File: config.mk
export PLATFORM = sky130hd
export DESIGN_NAME = mem_port_arbiter
export DESIGN_NICKNAME = d
export VERILOG_FILES = /design/src/rtl/mem_port_arbiter.sv
export SDC_FILE = /design/constraint.sdc
export NUM_CORES = 1
export LEC_CHECK = 0
export CORE_AREA = 2 2 116 118
export CTS_CLUSTER_SIZE = 10
export DETAILED_ROUTE_END_ITERATION = 6
export DIE_AREA = 0 0 118 120
export PLACE_DENSITY = 0.73
export SKIP_LAST_GASP = 1
export SYNTH_ARGS = -nofsm -noshare
export SYNTH_HDL_FRONTEND = slang
export SYNTH_SLANG_ARGS = --single-unit
File: constraint.sdc
create_clock -name clk -period 2.5 [get_ports clk]
set_input_delay 0.625 -clock clk [delete_from_list [all_inputs] [get_ports clk]]
set_output_delay 0.625 -clock clk [all_outputs]
set_load 0.1 [all_outputs]
File: src/rtl/mem_port_arbiter.sv
// Shares the single data-memory port between the MEM stage and an external loader/debug requester.
// Build option: define MEM_ARB_FAIRNESS_EN to force a loader grant after MAX_PIPE_BURST contended pipeline wins.
module mem_port_arbiter #(
    parameter int ADDR_W         = 32,
    parameter int MEM_BYTES      = 1024,
    parameter int MAX_PIPE_BURST = 4
) (
    input  logic              clk,
    input  logic              rst,
    input  logic              pipe_req,
    input  logic              pipe_we,
    input  logic              pipe_byte,
    input  logic [ADDR_W-1:0] pipe_addr,
    input  logic [31:0]       pipe_wdata,
    output logic [31:0]       pipe_rdata,
    output logic              pipe_stall,
    output logic              pipe_fault,
    input  logic              ld_req,
    input  logic              ld_we,
    input  logic              ld_byte,
    input  logic [ADDR_W-1:0] ld_addr,
    input  logic [31:0]       ld_wdata,
    input  logic              ld_lock,
    output logic              ld_ack,
    output logic              ld_err,
    output logic [31:0]       ld_rdata,
    output logic [ADDR_W-1:0] mem_addr,
    output logic [31:0]       mem_wdata,
    output logic              mem_store_byte,
    output logic              mem_write,
    output logic              mem_read,
    input  logic [31:0]       mem_rdata
);

    localparam logic [1:0] S_IDLE = 2'd0;
    localparam logic [1:0] S_PIPE = 2'd1;
    localparam logic [1:0] S_LOAD = 2'd2;
    localparam logic [1:0] S_LOCK = 2'd3;

    localparam logic [ADDR_W-1:0] WORD_LAST = ADDR_W'(MEM_BYTES - 4);
    localparam logic [ADDR_W-1:0] BYTE_END  = ADDR_W'(MEM_BYTES);

    if (MAX_PIPE_BURST < 1) begin : g_bad_burst
        $error("mem_port_arbiter: MAX_PIPE_BURST must be at least 1");
    end
    if (MEM_BYTES < 4) begin : g_bad_size
        $error("mem_port_arbiter: MEM_BYTES must hold at least one word");
    end

    logic [1:0]        state;
    logic [1:0]        state_nxt;
    logic              lock_hold;
    logic              force_ld;
    logic              grant_ld;
    logic              grant_pipe;
    logic              any_grant;
    logic              sel_we;
    logic              sel_byte;
    logic [ADDR_W-1:0] sel_addr;
    logic [31:0]       sel_wdata;
    logic              sel_fault;
    logic              ld_vld_p1;
    logic              ld_err_p1;
    logic              pipe_fault_p1;
    logic [31:0]       ld_rdata_p1;

    function automatic logic access_fault(input logic [ADDR_W-1:0] addr, input logic is_byte);
        if (is_byte)
            return addr >= BYTE_END;
        return (addr[1:0] != 2'b00) || (addr > WORD_LAST);
    endfunction

`ifdef MEM_ARB_FAIRNESS_EN
    localparam int CNT_W = $clog2(MAX_PIPE_BURST + 1);

    logic [CNT_W-1:0] burst_cnt;

    function automatic logic [CNT_W-1:0] sat_inc(input logic [CNT_W-1:0] v);
        return (v == CNT_W'(MAX_PIPE_BURST)) ? v : v + 1'b1;
    endfunction

    assign force_ld = (burst_cnt == CNT_W'(MAX_PIPE_BURST));

    // Counts only contended pipeline wins; any idle loader cycle restarts the window.
    always_ff @(posedge clk) begin
        if (rst)
            burst_cnt <= '0;
        else if (grant_ld || !ld_req)
            burst_cnt <= '0;
        else if (grant_pipe)
            burst_cnt <= sat_inc(burst_cnt);
    end
`else
    assign force_ld = 1'b0;
`endif

    // Held lock excludes the pipeline even while the loader is not requesting.
    assign lock_hold  = (state == S_LOCK) && ld_lock;
    assign grant_ld   = ld_req && (lock_hold || !pipe_req || force_ld);
    assign grant_pipe = pipe_req && !lock_hold && !grant_ld;
    assign any_grant  = grant_ld || grant_pipe;

    always_comb begin
        sel_we    = 1'b0;
        sel_byte  = 1'b0;
        sel_addr  = '0;
        sel_wdata = '0;
        if (grant_ld) begin
            sel_we    = ld_we;
            sel_byte  = ld_byte;
            sel_addr  = ld_addr;
            sel_wdata = ld_wdata;
        end else if (grant_pipe) begin
            sel_we    = pipe_we;
            sel_byte  = pipe_byte;
            sel_addr  = pipe_addr;
            sel_wdata = pipe_wdata;
        end
    end

    assign sel_fault = access_fault(sel_addr, sel_byte);

    assign mem_addr       = sel_addr;
    assign mem_wdata      = sel_wdata;
    assign mem_store_byte = sel_byte;
    assign mem_write      = any_grant && !sel_fault && sel_we;
    assign mem_read       = any_grant && !sel_fault && !sel_we;

    assign pipe_rdata = mem_rdata;
    assign pipe_stall = pipe_req && !grant_pipe;

    always_comb begin
        state_nxt = S_IDLE;
        if (grant_ld)
            state_nxt = ld_lock ? S_LOCK : S_LOAD;
        else if (grant_pipe)
            state_nxt = S_PIPE;
        else if (lock_hold)
            state_nxt = S_LOCK;
    end

    // Stage p0 -> p1: grant cycle to loader acknowledge / pipeline fault report.
    always_ff @(posedge clk) begin
        if (rst) begin
            state         <= S_IDLE;
            ld_vld_p1     <= 1'b0;
            ld_err_p1     <= 1'b0;
            pipe_fault_p1 <= 1'b0;
        end else begin
            state         <= state_nxt;
            ld_vld_p1     <= grant_ld;
            ld_err_p1     <= grant_ld && sel_fault;
            pipe_fault_p1 <= grant_pipe && sel_fault;
        end
    end

    always_ff @(posedge clk) begin
        if (rst)
            ld_rdata_p1 <= '0;
        else if (grant_ld && !ld_we)
            ld_rdata_p1 <= mem_rdata;
    end

    assign ld_ack     = ld_vld_p1;
    assign ld_err     = ld_err_p1;
    assign ld_rdata   = ld_rdata_p1;
    assign pipe_fault = pipe_fault_p1;

endmodule
==> impl_metrics.yaml <==
synthesis:
  seq_area_frac_synth_pct: 27.86
  synth_area_leader_cell: "nand2_1"
  syn_nets: 609
  ys_types: 27
  synthCells: 440
  synth_edf_count: 0
  synth_top_area_share_pct: 27.95
  synth_seq_cells: 37
  async_reset_ff_share_pct: 0
  syn_avg_cell_area_sq_um: 6.043
  netlist_area_sq_um: 2659
  synth_area_leaders: "nand2_1 (28%), dfxtp_1 (28%), nand3_1 (12%)"
  ys.flop_type: "dfxtp_1"
  yosysWarnings: 0
pwr:
  p_leak_nw: 3.137
  power.share.clock_pct: 18.4
  irDropWorstVdd_uv: 215.4
  power_density_nw_per_um2: 469.6
  seqPwrFrac_pct: 18.5
  p_sw_share_pct: 47.04
  p_switching_mw: 1.581
  pwr-share-comb_pct: 63.1
  internal_power_mw: 1.780
  total_power_mw: 3.361
route:
  dr.pass1.iters: 5
  vias: 4010
  wirelength_um: 14220
  drc: 0
  viasPerCell: 4.451
  wl_per_cell_um: 15.78
  ant_nets: 0
  drtIter0Drc: 169
sta:
  setup_slack_ns: -0.1873
  maxSlewHeadroom_pct: 73.81
  fmax_mhz: 372.1
  min_period_over_period_pct: 107.5
  finalSetupViolCount: 2
  period_needed_ns: 2.687
  slew_viol_final: 0
  whs_ns: 0.4531
  hold_viol_final: 0
  skew_ns: 0.004302
  rsz0062_at_grt: "yes"
  tightest_slew_ns: 0.3928
outcome:
  violations: "setup timing"
  status: "finished, violations left"
clock_network:
  cts_tree: "done"
  cts-root-buf: "clkbuf_16"
  clk_latency_ns: 0.27
  clk_pin_slew_worst_paths_ns: 0.06
  cts_max_level: 2
  cts_num_sinks: 37
  cts_buffer_depth: 2
  numCtsBuffers: 5
  hold_buffers: 0
finish:
  fillCellCount: 1155
  drive_above_1_share_pct: 40.33
  nNetsFinal: 893
  seqCellArea_sq_um: 740.7
  area_growth_pct: 169.2
  multi_input_area_sq_um: 1798
place:
  place_congestion: 0.8911
  hpwl_um: 12000
  numPortBuffers: 303
  dp_slack_ns: -0.5983
hold_path:
  hold_class: "flop to flop"
critical_path:
  critPathLaunchType: "primary input"
  crit_end: "mem_write"
  r2r-end: "ld_rdata[22]"
  r2r_start: "state[1]"
  worst_r2r_path_depth: 6
  crit_type: "primary input to output pin"
  cp.required_ns: 1.88
  worstPathMaxFanout: 2
  cp-startpoint: "ld_addr[13]"
  r2r_setup_slack_ns: 1.03
  arrival_ns: 2.06
  worstSetupEndpointType: "output pin"
floorplan:
  io_pins: 304
  die_h_um: 120
  placementRows: 42
  initial_core_util_pct: 20.48
  die-area_sq_um: 14160
  dieWidth_um: 118
  core_sq_um: 12980
global_route:
  grtUsageTotal_pct: 19.39
  grt_pass1_wl_um: 21790
  grt-ovfl-total: 0
  grt_max_degree: 51
  grt.met3_usage_pct: 6.797
  use_met1_pct: 21.46
  busiest_layer: "met2"
  antenna_found_initial: 1
  grtUsageMet2_pct: 33.50
  grt_pass1_vias: 4054
run:
  drv_cap: 0
==> worst min-delay path by stage <==
stage	start	to	cells after the start
5_1_grt	ld_rdata[31]	ld_rdata[31]	2
2_1_floorplan	state[1]	state[1]	2
4_1_cts	ld_rdata[3]	ld_rdata[3]	2
3_3_place_gp	ld_rdata[3]	ld_rdata[3]	2
6_report	ld_rdata[4]	ld_rdata[4]	2
3_5_place_dp	ld_rdata[3]	ld_rdata[3]	2
==> layer usage <==
layer / share of wire, % / wire length, um
met5: 0 / 0
met4: 4.2 / 603
met3: 9.5 / 1355
met2: 49 / 6900
met1: 38 / 5356
==> worst max-delay path: stages <==
cell,delay [ns]
clkdlybuf4s15_1,0.22
nor4_4,0.28
and4_4,0.30
a21oi_4,0.07
buf_6,0.12
a211oi_4,0.23
buf_12,0.21
==> state kept, by name (all words and copies together) (netlist names) <==
signal and flops:
pipe_fault 1, ld_err 1, ld_rdata 32, ld_ack 1, state 2
==> power by group through the flow <==
stage	Combinational (mW)	Sequential (mW)	Clock (mW)
3_3_place_gp	2.13	0.635	0
5_1_grt	2.19	0.625	0.664
6_report	2.12	0.623	0.617
2_1_floorplan	1.09	0.776	0
4_1_cts	2.13	0.623	0.639
3_5_place_dp	2.13	0.636	0
==> cell usage after synthesis, types with 2 or more instances <==
cell	count
a21oi_1	36
and4_1	2
buf_1	2
buf_2	11
buf_4	34
clkbuf_1	17
dfxtp_1	37
inv_1	3
nand2_1	198
nand3_1	66
nand4_1	2
nor2_1	8
nor3_1	5
nor4_1	4
nor4_2	2
o21bai_1	2
==> cell type report <==
type                       instances  share of cell area [%]
clock buffer                       6                   1.941
clock inverter                     1                  0.1049
multi-input combinational        335                   25.12
tap                              176                   3.077
sequential                        37                   10.35
antenna                            1                 0.03497
inverter                           3                  0.1573
timing repair buffer             342                   59.21
==> what timing repair did <==
item / CTS / global route
setup endpoints to repair: 68 / 16
pin swaps: 24 / 18
buffers inserted: 1 / 2
gates resized for setup: 131 / 27
==> placed cells by master, fill, tap and decap left out, types with 4 or more instances in the layout <==
cell type | netlist | layout
nor2_1 | 8 | 6
clkbuf_16 | 0 | 5
dfxtp_1 | 37 | 37
clkdlybuf4s50_1 | 0 | 116
clkdlybuf4s15_1 | 0 | 6
nand2_2 | 0 | 62
dlygate4sd2_1 | 0 | 19
nand3_1 | 66 | 66
buf_4 | 34 | 66
clkbuf_2 | 0 | 5
nand2_1 | 198 | 136
nor3_2 | 0 | 4
buf_12 | 0 | 106
a21oi_1 | 36 | 35
buf_6 | 1 | 5
nor4_4 | 0 | 4
buf_2 | 11 | 12
==> through the flow <==
step / setup TNS (ns) / cell area [sq um] / std cells / utilization [%]
after global placement: -18.83 / 6960 / 890 / 53.62
final: -0.3520 / 7157 / 901 / 55.14
after CTS: -0.5149 / 7142 / 898 / 55.02
after detailed placement: -20.19 / 6960 / 890 / 53.62
after global routing: -0.4839 / 7157 / 901 / 55.14
after floorplan: -1.050 / 2844 / 440 / -
==> kinds of logic (layout without fill, tap and decap cells) <==
| logic type | Yosys count | in the layout | synth area share (%) |
|---|---|---|---|
| AND/OR/NAND/NOR | 291 | 291 | 46.92 |
| AO/OA/AOI/OAI | 44 | 44 | 10.02 |
| buffers and inverters | 68 | 352 | 15.20 |
| other | 0 | 1 | 0 |
| flip-flops | 37 | 37 | 27.86 |
Power figures use the tool's default switching activity.
